===== src/rtl/mdu_pkg.sv =====
// Shared definitions for the multiply/divide sequencer: op codes, FSM states,
// ALUFun encodings and an operand-magnitude helper.
package mdu_pkg;

  typedef enum logic [1:0] {
    MDU_MULT  = 2'b00,
    MDU_MULTU = 2'b01,
    MDU_DIV   = 2'b10,
    MDU_DIVU  = 2'b11
  } mdu_op_e;

  typedef enum logic [2:0] {
    IDLE = 3'd0,
    PREP = 3'd1,
    ITER = 3'd2,
    FIX  = 3'd3,
    DONE = 3'd4
  } mdu_state_e;

  localparam logic [5:0] ALUFUN_ADD = 6'b000000;
  localparam logic [5:0] ALUFUN_SUB = 6'b000001;

  // Magnitude of v when treated as signed; 0x80000000 maps to itself (unsigned 2^31).
  function automatic logic [31:0] abs32(input logic [31:0] v, input logic is_signed);
    return (is_signed && v[31]) ? (~v + 32'd1) : v;
  endfunction

endpackage


===== src/rtl/mdu_if.sv =====
// Pipeline and ALU connection bundle for mdu_sequencer; dbg_state exposes the FSM.
interface mdu_if;
  import mdu_pkg::*;

  // Handshake: start is sampled only while idle; busy is high from the cycle
  // after acceptance through FIX; done pulses for one cycle with HI/LO already
  // updated. cancel aborts any non-idle state; hi_we/lo_we act only when idle
  // and lose to an accepted start in the same cycle.
  logic        start;
  logic [1:0]  op;
  logic [31:0] rs;
  logic [31:0] rt;
  logic        cancel;
  logic        hi_we;
  logic        lo_we;
  logic [31:0] wdata;
  logic        busy;
  logic        done;
  logic [31:0] hi;
  logic [31:0] lo;
  logic [31:0] alu_a;
  logic [31:0] alu_b;
  logic [5:0]  alu_fun;
  logic        alu_sign;
  logic [31:0] alu_s;
  mdu_state_e  dbg_state;

  modport slave (
    input  start, op, rs, rt, cancel, hi_we, lo_we, wdata, alu_s,
    output busy, done, hi, lo, alu_a, alu_b, alu_fun, alu_sign, dbg_state
  );

  modport master (
    output start, op, rs, rt, cancel, hi_we, lo_we, wdata, alu_s,
    input  busy, done, hi, lo, alu_a, alu_b, alu_fun, alu_sign, dbg_state
  );

endinterface


===== src/rtl/mdu_sequencer.sv =====
// MULT/MULTU/DIV/DIVU sequencer (fixed 35-cycle latency) driving an external ALU; owns HI/LO.
// Build option MDU_DIV_EN enables the restoring-divide path; without it DIV/DIVU return zero.
module mdu_sequencer
  import mdu_pkg::*;
(
  input  logic clk,
  input  logic reset,
  mdu_if.slave bus
);

  mdu_state_e  state_q, state_d;
  logic [1:0]  op_q, op_d;
  logic [31:0] rs_q, rs_d, rt_q, rt_d;
  logic [31:0] acc_q, acc_d, mq_q, mq_d, opnd_q, opnd_d;
  logic [4:0]  cnt_q, cnt_d;
  logic        sgn_q, sgn_d;
  logic [31:0] hi_q, hi_d, lo_q, lo_d;
  logic [31:0] alu_a, alu_b;
  logic [5:0]  alu_fun;
  logic        is_signed, is_div, carry;
  logic [31:0] mag_rs, mag_rt;
  logic [63:0] prod;
`ifdef MDU_DIV_EN
  logic        rsgn_q, rsgn_d;
  logic [31:0] t;
  logic        take;
`endif

  assign is_signed = ~op_q[0];
  assign is_div    = op_q[1];
  assign mag_rs    = abs32(rs_q, is_signed);
  assign mag_rt    = abs32(rt_q, is_signed);
  assign carry     = bus.alu_s < acc_q;
  assign prod      = {acc_q, mq_q};
`ifdef MDU_DIV_EN
  // Partial remainder shifted left with the next dividend bit; acc_q[31] means t overflowed 32 bits.
  assign t    = {acc_q[30:0], mq_q[31]};
  assign take = acc_q[31] | (t >= opnd_q);
`endif

  always_comb begin
    state_d = state_q;
    op_d    = op_q;
    rs_d    = rs_q;
    rt_d    = rt_q;
    acc_d   = acc_q;
    mq_d    = mq_q;
    opnd_d  = opnd_q;
    cnt_d   = cnt_q;
    sgn_d   = sgn_q;
    hi_d    = hi_q;
    lo_d    = lo_q;
    alu_a   = 32'd0;
    alu_b   = 32'd0;
    alu_fun = ALUFUN_ADD;
`ifdef MDU_DIV_EN
    rsgn_d  = rsgn_q;
`endif
    case (state_q)
      IDLE: begin
        if (bus.start && !bus.cancel) begin
          state_d = PREP;
          op_d    = bus.op;
          rs_d    = bus.rs;
          rt_d    = bus.rt;
        end else begin
          if (bus.hi_we) hi_d = bus.wdata;
          if (bus.lo_we) lo_d = bus.wdata;
        end
      end
      PREP: begin
        state_d = ITER;
        cnt_d   = 5'd0;
        acc_d   = 32'd0;
        mq_d    = is_div ? mag_rs : mag_rt;
        opnd_d  = is_div ? mag_rt : mag_rs;
        sgn_d   = is_signed & (rs_q[31] ^ rt_q[31]);
`ifdef MDU_DIV_EN
        rsgn_d  = is_signed & rs_q[31];
`endif
      end
      ITER: begin
        cnt_d = cnt_q + 5'd1;
        if (cnt_q == 5'd31) state_d = FIX;
        if (!is_div) begin
          alu_a = acc_q;
          alu_b = mq_q[0] ? opnd_q : 32'd0;
          acc_d = {carry, bus.alu_s[31:1]};
          mq_d  = {bus.alu_s[0], mq_q[31:1]};
        end
`ifdef MDU_DIV_EN
        else begin
          alu_fun = ALUFUN_SUB;
          alu_a   = t;
          alu_b   = opnd_q;
          acc_d   = take ? bus.alu_s : t;
          mq_d    = {mq_q[30:0], take};
        end
`endif
      end
      FIX: begin
        state_d = DONE;
        if (!is_div) begin
          {hi_d, lo_d} = sgn_q ? (~prod + 64'd1) : prod;
        end else begin
`ifdef MDU_DIV_EN
          if (opnd_q == 32'd0) begin
            hi_d = rs_q;
            lo_d = 32'hFFFF_FFFF;
          end else begin
            hi_d = rsgn_q ? (~acc_q + 32'd1) : acc_q;
            lo_d = sgn_q ? (~mq_q + 32'd1) : mq_q;
          end
`else
          hi_d = 32'd0;
          lo_d = 32'd0;
`endif
        end
      end
      DONE: state_d = IDLE;
      default: state_d = IDLE;
    endcase
    // A flush abandons the operation before anything reaches HI/LO.
    if (state_q != IDLE && bus.cancel) begin
      state_d = IDLE;
      hi_d    = hi_q;
      lo_d    = lo_q;
    end
  end

  always_ff @(posedge clk or posedge reset) begin
    if (reset) begin
      state_q <= IDLE;
      op_q    <= 2'd0;
      rs_q    <= 32'd0;
      rt_q    <= 32'd0;
      acc_q   <= 32'd0;
      mq_q    <= 32'd0;
      opnd_q  <= 32'd0;
      cnt_q   <= 5'd0;
      sgn_q   <= 1'b0;
      hi_q    <= 32'd0;
      lo_q    <= 32'd0;
`ifdef MDU_DIV_EN
      rsgn_q  <= 1'b0;
`endif
    end else begin
      state_q <= state_d;
      op_q    <= op_d;
      rs_q    <= rs_d;
      rt_q    <= rt_d;
      acc_q   <= acc_d;
      mq_q    <= mq_d;
      opnd_q  <= opnd_d;
      cnt_q   <= cnt_d;
      sgn_q   <= sgn_d;
      hi_q    <= hi_d;
      lo_q    <= lo_d;
`ifdef MDU_DIV_EN
      rsgn_q  <= rsgn_d;
`endif
    end
  end

  assign bus.busy      = (state_q == PREP) || (state_q == ITER) || (state_q == FIX);
  assign bus.done      = (state_q == DONE);
  assign bus.hi        = hi_q;
  assign bus.lo        = lo_q;
  assign bus.alu_a     = alu_a;
  assign bus.alu_b     = alu_b;
  assign bus.alu_fun   = alu_fun;
  assign bus.alu_sign  = 1'b0;
  assign bus.dbg_state = state_q;

endmodule


===== src/flat_wrapper.sv =====
// flat-port wrapper written by rule: the top's interface ports become plain ports
module mdu_sequencer_flat import mdu_pkg::*;
  (clk, reset, bus_start, bus_op, bus_rs, bus_rt, bus_cancel, bus_hi_we, bus_lo_we, bus_wdata, bus_alu_s, bus_busy, bus_done, bus_hi, bus_lo, bus_alu_a, bus_alu_b, bus_alu_fun, bus_alu_sign, bus_dbg_state);
  mdu_if bus_i ();
  input  logic clk;
  input  logic reset;
  input wire logic [$bits(bus_i.start)-1:0] bus_start;
  input wire logic [$bits(bus_i.op)-1:0] bus_op;
  input wire logic [$bits(bus_i.rs)-1:0] bus_rs;
  input wire logic [$bits(bus_i.rt)-1:0] bus_rt;
  input wire logic [$bits(bus_i.cancel)-1:0] bus_cancel;
  input wire logic [$bits(bus_i.hi_we)-1:0] bus_hi_we;
  input wire logic [$bits(bus_i.lo_we)-1:0] bus_lo_we;
  input wire logic [$bits(bus_i.wdata)-1:0] bus_wdata;
  input wire logic [$bits(bus_i.alu_s)-1:0] bus_alu_s;
  output wire logic [$bits(bus_i.busy)-1:0] bus_busy;
  output wire logic [$bits(bus_i.done)-1:0] bus_done;
  output wire logic [$bits(bus_i.hi)-1:0] bus_hi;
  output wire logic [$bits(bus_i.lo)-1:0] bus_lo;
  output wire logic [$bits(bus_i.alu_a)-1:0] bus_alu_a;
  output wire logic [$bits(bus_i.alu_b)-1:0] bus_alu_b;
  output wire logic [$bits(bus_i.alu_fun)-1:0] bus_alu_fun;
  output wire logic [$bits(bus_i.alu_sign)-1:0] bus_alu_sign;
  output wire logic [$bits(bus_i.dbg_state)-1:0] bus_dbg_state;
  assign bus_i.start = bus_start;
  assign bus_i.op = bus_op;
  assign bus_i.rs = bus_rs;
  assign bus_i.rt = bus_rt;
  assign bus_i.cancel = bus_cancel;
  assign bus_i.hi_we = bus_hi_we;
  assign bus_i.lo_we = bus_lo_we;
  assign bus_i.wdata = bus_wdata;
  assign bus_i.alu_s = bus_alu_s;
  assign bus_busy = bus_i.busy;
  assign bus_done = bus_i.done;
  assign bus_hi = bus_i.hi;
  assign bus_lo = bus_i.lo;
  assign bus_alu_a = bus_i.alu_a;
  assign bus_alu_b = bus_i.alu_b;
  assign bus_alu_fun = bus_i.alu_fun;
  assign bus_alu_sign = bus_i.alu_sign;
  assign bus_dbg_state = bus_i.dbg_state;
  mdu_sequencer u_core (.clk(clk), .reset(reset), .bus(bus_i));
endmodule

===== config.mk =====
export PLATFORM = sky130hd
export DESIGN_NAME = mdu_sequencer_flat
export DESIGN_NICKNAME = d
export VERILOG_FILES = /design/src/rtl/mdu_pkg.sv /design/src/rtl/mdu_if.sv /design/src/rtl/mdu_sequencer.sv /design/src/flat_wrapper.sv
export SDC_FILE = /design/constraint.sdc
export NUM_CORES = 1
export LEC_CHECK = 0
export CAP_MARGIN = 20
export CORE_MARGIN = 1.5
export CORE_UTILIZATION = 40
export CTS_CLUSTER_SIZE = 10
export DETAILED_ROUTE_END_ITERATION = 12
export GPL_ROUTABILITY_DRIVEN = 0
export PLACE_DENSITY = 0.75
export SETUP_SLACK_MARGIN = 0.2
export SLEW_MARGIN = 20
export SYNTH_ARGS = -nofsm -noshare
export SYNTH_HDL_FRONTEND = slang
export SYNTH_SLANG_ARGS = --single-unit

===== constraint.sdc =====
create_clock -name clk -period 10.5 [get_ports clk]
set_clock_uncertainty 0.15 [all_clocks]
set_input_delay 2.1 -clock clk [delete_from_list [all_inputs] [get_ports clk]]
set_output_delay 2.1 -clock clk [all_outputs]
set_load 0.01 [all_outputs]

After elaboration in Yosys (flattened, before gate mapping)
Index checks and enable logic that the tools add are counted.
W data, S select, Z words.
- flip-flop bits (word level): 235
- bits of input ports: 136
- output and inout bits: 140
- logic and storage cells: 77
- $add $sub $neg: 4
- order comparisons: 1
- equal/unequal tests: 11
- mux-type cells: 27
- bitwise operators: 7
- reductions and logical operators: 16
- operator list (operator ; count):
    $mux W32 ; 17
    $pmux W32 S2 ; 4
    $add A32 B1 Y32 const B ; 2
    $add A64 B1 Y64 const B ; 1
    $mux W64 ; 1
    $not A32 Y32 ; 2
    $not A64 Y64 ; 1
    $lt A32 B32 Y1 ; 1
    $pmux W3 S4 ; 1
    $pmux W5 S2 ; 1
    $mux W3 ; 3
    $ne A2 B2 Y1 const B ; 4
    $reduce_and A4 Y1 ; 2
    $eq A3 B2 Y1 const B ; 2
    $ne A3 B1 Y1 const B ; 2
    $reduce_and A2 Y1 ; 3
    $add A5 B1 Y5 const B ; 1
    $eq A5 B5 Y1 const B ; 1
    $logic_and A1 B1 Y1 ; 4
    $reduce_bool A2 Y1 ; 2
    $eq A3 B1 Y1 const B ; 1
    $eq A3 B3 Y1 const B ; 1
    $logic_not A3 Y1 ; 1
    $reduce_bool A3 Y1 ; 1
    other kinds (5) ; 7

Logic depth before layout (Yosys ltp)
- depth after elaboration: 5
- gate-level depth with buffers: 9
- mapped depth without buffers: 8

Least setup slack after synthesis
Ideal clock, no wire load.
- kind: flip-flop to output port
- start: reg u_core.state_q[0], in the netlist u_core.bus.dbg_state[0]
- end: out bus_alu_b[10]
- data arrival time: 1.589 ns
- data required time: 8.250 ns
- setup slack: 6.661 ns
- cell stages (with the launch flop): 6
- buffers on the path: 1
- cell sequence: dfrtp_1 -> nand2b_1 -> or2_2 -> nor2_1 -> clkbuf_1 -> and3_1
- word-level cells in the longest chain between the ends: 2
- RTL lines (item ; line ; text):
    start, declared ; mdu_sequencer.sv:11 ; mdu_state_e state_q, state_d;
    start signal, assigned ; mdu_sequencer.sv:148 ; state_q <= state_d;
    $eq A3 B2 Y1 ; mdu_sequencer.sv:59 ; case (state_q)
    $mux W32 ; mdu_sequencer.sv:59 ;
    end, declared ; flat_wrapper.sv:21 ; output wire logic [$bits(bus_i.alu_b)-1:0] bus_alu_b;
No other way between the ends.

Worst setup path after layout
- start: reg u_core.state_q[2], in the netlist u_core.bus.dbg_state[2]
- end: out bus_alu_b[9]
The elaborated chain is that of the path after synthesis.

==> reports/qor.txt <==
Total congestion overflow: 0
# clock sinks: 235
CTS tree: yes
Skew-Pair Late Insertion Delay: 550 ps
Max transition margin: 26.99%
Leading cell types by total area after synthesis: dfrtp_1 42%, mux2_2 5.5%, xnor2_1 5.0%
Number of nets in the layout: 1929
Portion of total power attributed to sequential cells: 39.3%
Die H: 190.9 um
DP HPWL: 35430 um
Post-synthesis sequential area ratio: 41.66%
Pre-antenna DRT Iters: 6
Area growth from synthesis to layout: 27.06%
Leading area contributor after synthesis: dfrtp_1
Most Crowded Layer GR: met2
Detailed-route wire length: 47160 um
Global Route met3 Usage: 4.030%
Setup repair after global routing missed its margin: no
Number of cells upsized or downsized after cts: 0
Top Ports: 276
Starting utilization of the core area: 40.76%
Buffers on Ports: 268
Horizontal die dimension: 190.9 um
Count of antenna diodes in the layout: 0
Max H-tree Level: 1
Total placed instance area: 17040 um^2
Fraction of post-synthesis cell area in the top cell type by area: 41.66%
Layout filler cell count: 3133
Clock share of power: 24.3%
Worst EP required: 8250 ps
Signal arrival time at the worst endpoint: 3150 ps
Proportion of register bits with asynchronous set or reset after synthesis: 100.0%
Antenna violation net count after detailed routing: 0
Number of warning messages in the yosys log: 0
Routed vias/inst: 5.971
Total count of hold-check failures in the final report: 0
Switch Pwr: 1490 uW
Critical path class: flop to output port
Ratio of cells with drive above 1 in the final layout: 8.767%
Number of distinct library cell variants in the gate-level netlist after synthesis: 74
Number of global-route vias before repair: 12660
Design Area, Final: 17940 um^2
Final setup fails: 0
Met2 GRT Util: 40.30%
Cts-stage hold buffer count: 0
Accumulated negative setup slack: 0 ps
Switching share of power: 39.25%
Count of standard-cell rows: 68
Wire length of the first global-routing pass: 73330 um
Final routed DRC violation total: 0
Fmax: 185.2 MHz
Post-route core utilization: 51.80%
Met1 track demand over resource in global routing: 35.98%
Cell area power density: 211.6 nW/um^2
Leak: 0.007142 uW
Cell area after synthesis: 14120 um^2
Startpoint type of the worst setup path: flop
Mapped Cells: 1556
Buffers inserted by post-CTS timing repair: 0
Final slew viol count: 0
Area of the multi-input gates: 7604 um^2
Cell internal power dissipation: 2305 uW
Worst IR Drop VDD: 128.6 uV
Cts bufs inserted: 29
Most instantiated library cell after synthesis: dfrtp_1
CORE AREA: 34630 um^2
Worst-path clk slew: 50 ps
Sequential Area: 5881 um^2
Maximum fanout along the worst path: 29
Top_reg_cell synth: dfrtp_1
Actual transition at the worst max-transition pin: 1085 ps
Power Total: 3795 uW
Part of the cycle the worst path needs: 51.43%
Ranking of synthesized cells by instance count: 235 x dfrtp_1, 156 x nand2_1, 146 x nor2_1
Detailed-route via count: 13270
Buffer cell driving the clock tree root: clkbuf_16
Combined global-route utilization of all metal layers: 25.61%
Max Cap Viol: 0
Synthesized area per cell: 9.072 um^2
Run status: finished, final reports clean
Maximum count of clock buffers along a single path: 3
Post-detailed-route wirelength per cell: 21.21 um
Starting DRT DRC Count: 1222
Comb pwr share: 36.3%
Total Die Area: 36430 um^2
Hold crit path type: flop to flop
Final Critical Period: 5400 ps
Maximum number of pins on one net before global-route repair: 100
Post-synthesis register bit count: 235
Number of flops mapped to enable cells by yosys: 0
Crit path capture type: output port
Initial antenna violation count: 1
power groups by stage:
stage               logic, uW  registers [uW]  clock network (uW)
floorplan                 924            1350                   0
global placement         1320            1480                   0
detailed placement       1350            1490                   0
CTS                      1360            1480                 937
global route             1500            1530                 973
finish                   1380            1490                 924
logic make-up after synthesis:
logic type | after synthesis | synth area share (%)
adders and majority gates | 36 | 3.191
xor gates and xnor gates | 114 | 7.073
and+or+nand+nor | 528 | 17.90
AOI/OAI and AO/OA | 389 | 18.69
other | 1 | 0.02657
muxes | 83 | 6.497
buffers and inverters | 170 | 4.964
DFF | 235 | 41.66
critical path, cell delays in order (launching register included):
cell and delay (ps):
dfrtp_1 580, or2_2 590, nor2_1 330, buf_4 340
and3_1 200, clkdlybuf4s50_1 540
metal layers:
metal / vias up / part of all wire (%)
met5: - / 0
met4: 0 / 3.3
met3: 93 / 9.3
met2: 770 / 44
met1: 6380 / 43
li1: 6030 / -
area by class of cell:
type | instances | share of cell area [%]
multi-input cells | 1157 | 42.39
flip-flops and latches | 235 | 32.79
repair buffers | 285 | 15.78
clock buffers | 37 | 4.437
well taps | 455 | 3.174
inverters | 49 | 1.067
clock inverters | 5 | 0.3627
stage by stage:
| stage | setup slack (ps) | std cells | hold WS [ps] |
|---|---|---|---|
| 3_3_place_gp | 5737 | 2180 | 317.4 |
| 4_1_cts | 5057 | 2222 | 318.7 |
| 2_1_floorplan | 1804 | 1562 | 281.0 |
| 6_report | 5100 | 2223 | 316.3 |
| 5_1_grt | 4871 | 2223 | 342.9 |
| 3_5_place_dp | 5651 | 2180 | 307.7 |
state kept, by name (all words and copies together) (netlist names), 3 cells and up:
signal / flops
u_core.acc_q: 32
u_core.bus.hi: 32
u_core.bus.lo: 32
u_core.mq_q: 32
u_core.opnd_q: 32
u_core.rs_q: 32
u_core.rt_q: 32
u_core.cnt_q: 5
u_core.bus.dbg_state: 3
cell usage in the layout (no fill, tap or decap), types with 11 or more instances in the layout:
master             n
nor4_1            19
clkbuf_16         29
ha_1              36
nor3_1            31
mux2i_1           14
or4_1             12
nand4_1           16
xor2_1            34
o31ai_1           25
nand3_1           53
o22ai_1           25
o41ai_1           20
clkdlybuf4s50_1  268
a221oi_1          11
mux2_2            69
or3_1             17
a22oi_1           20
dfrtp_1          235
nand2_1          155
a21oi_1           74
xnor2_1           80
buf_4             16
and3_1            36
a31oi_1           29
nand2b_1          11
o21ai_0           92
inv_1             46
nor2_1           143
o221ai_1          29
final timing paths:
check                           cells after the start  slack [ps]                                 from                                  end
min in group asynchronous                           2        1910                                reset          u_core.rt_q[22]$_DFFE_PP0P_
worst min register to register                      2         320         u_core.opnd_q[5]$_DFFE_PP0P_         u_core.opnd_q[5]$_DFFE_PP0P_
worst max-delay path                                5        5100  u_core.bus.dbg_state[2]$_DFFE_PP0P_                         bus_alu_b[9]
worst max register to register                      6        6800           u_core.mq_q[0]$_DFFE_PP0P_        u_core.bus.hi[31]$_DFFE_PP0P_
max in group asynchronous                           3        7050                                reset  u_core.bus.dbg_state[2]$_DFFE_PP0P_
worst min-delay path                                2         320         u_core.opnd_q[5]$_DFFE_PP0P_         u_core.opnd_q[5]$_DFFE_PP0P_
(Power assumes the default switching activity.)
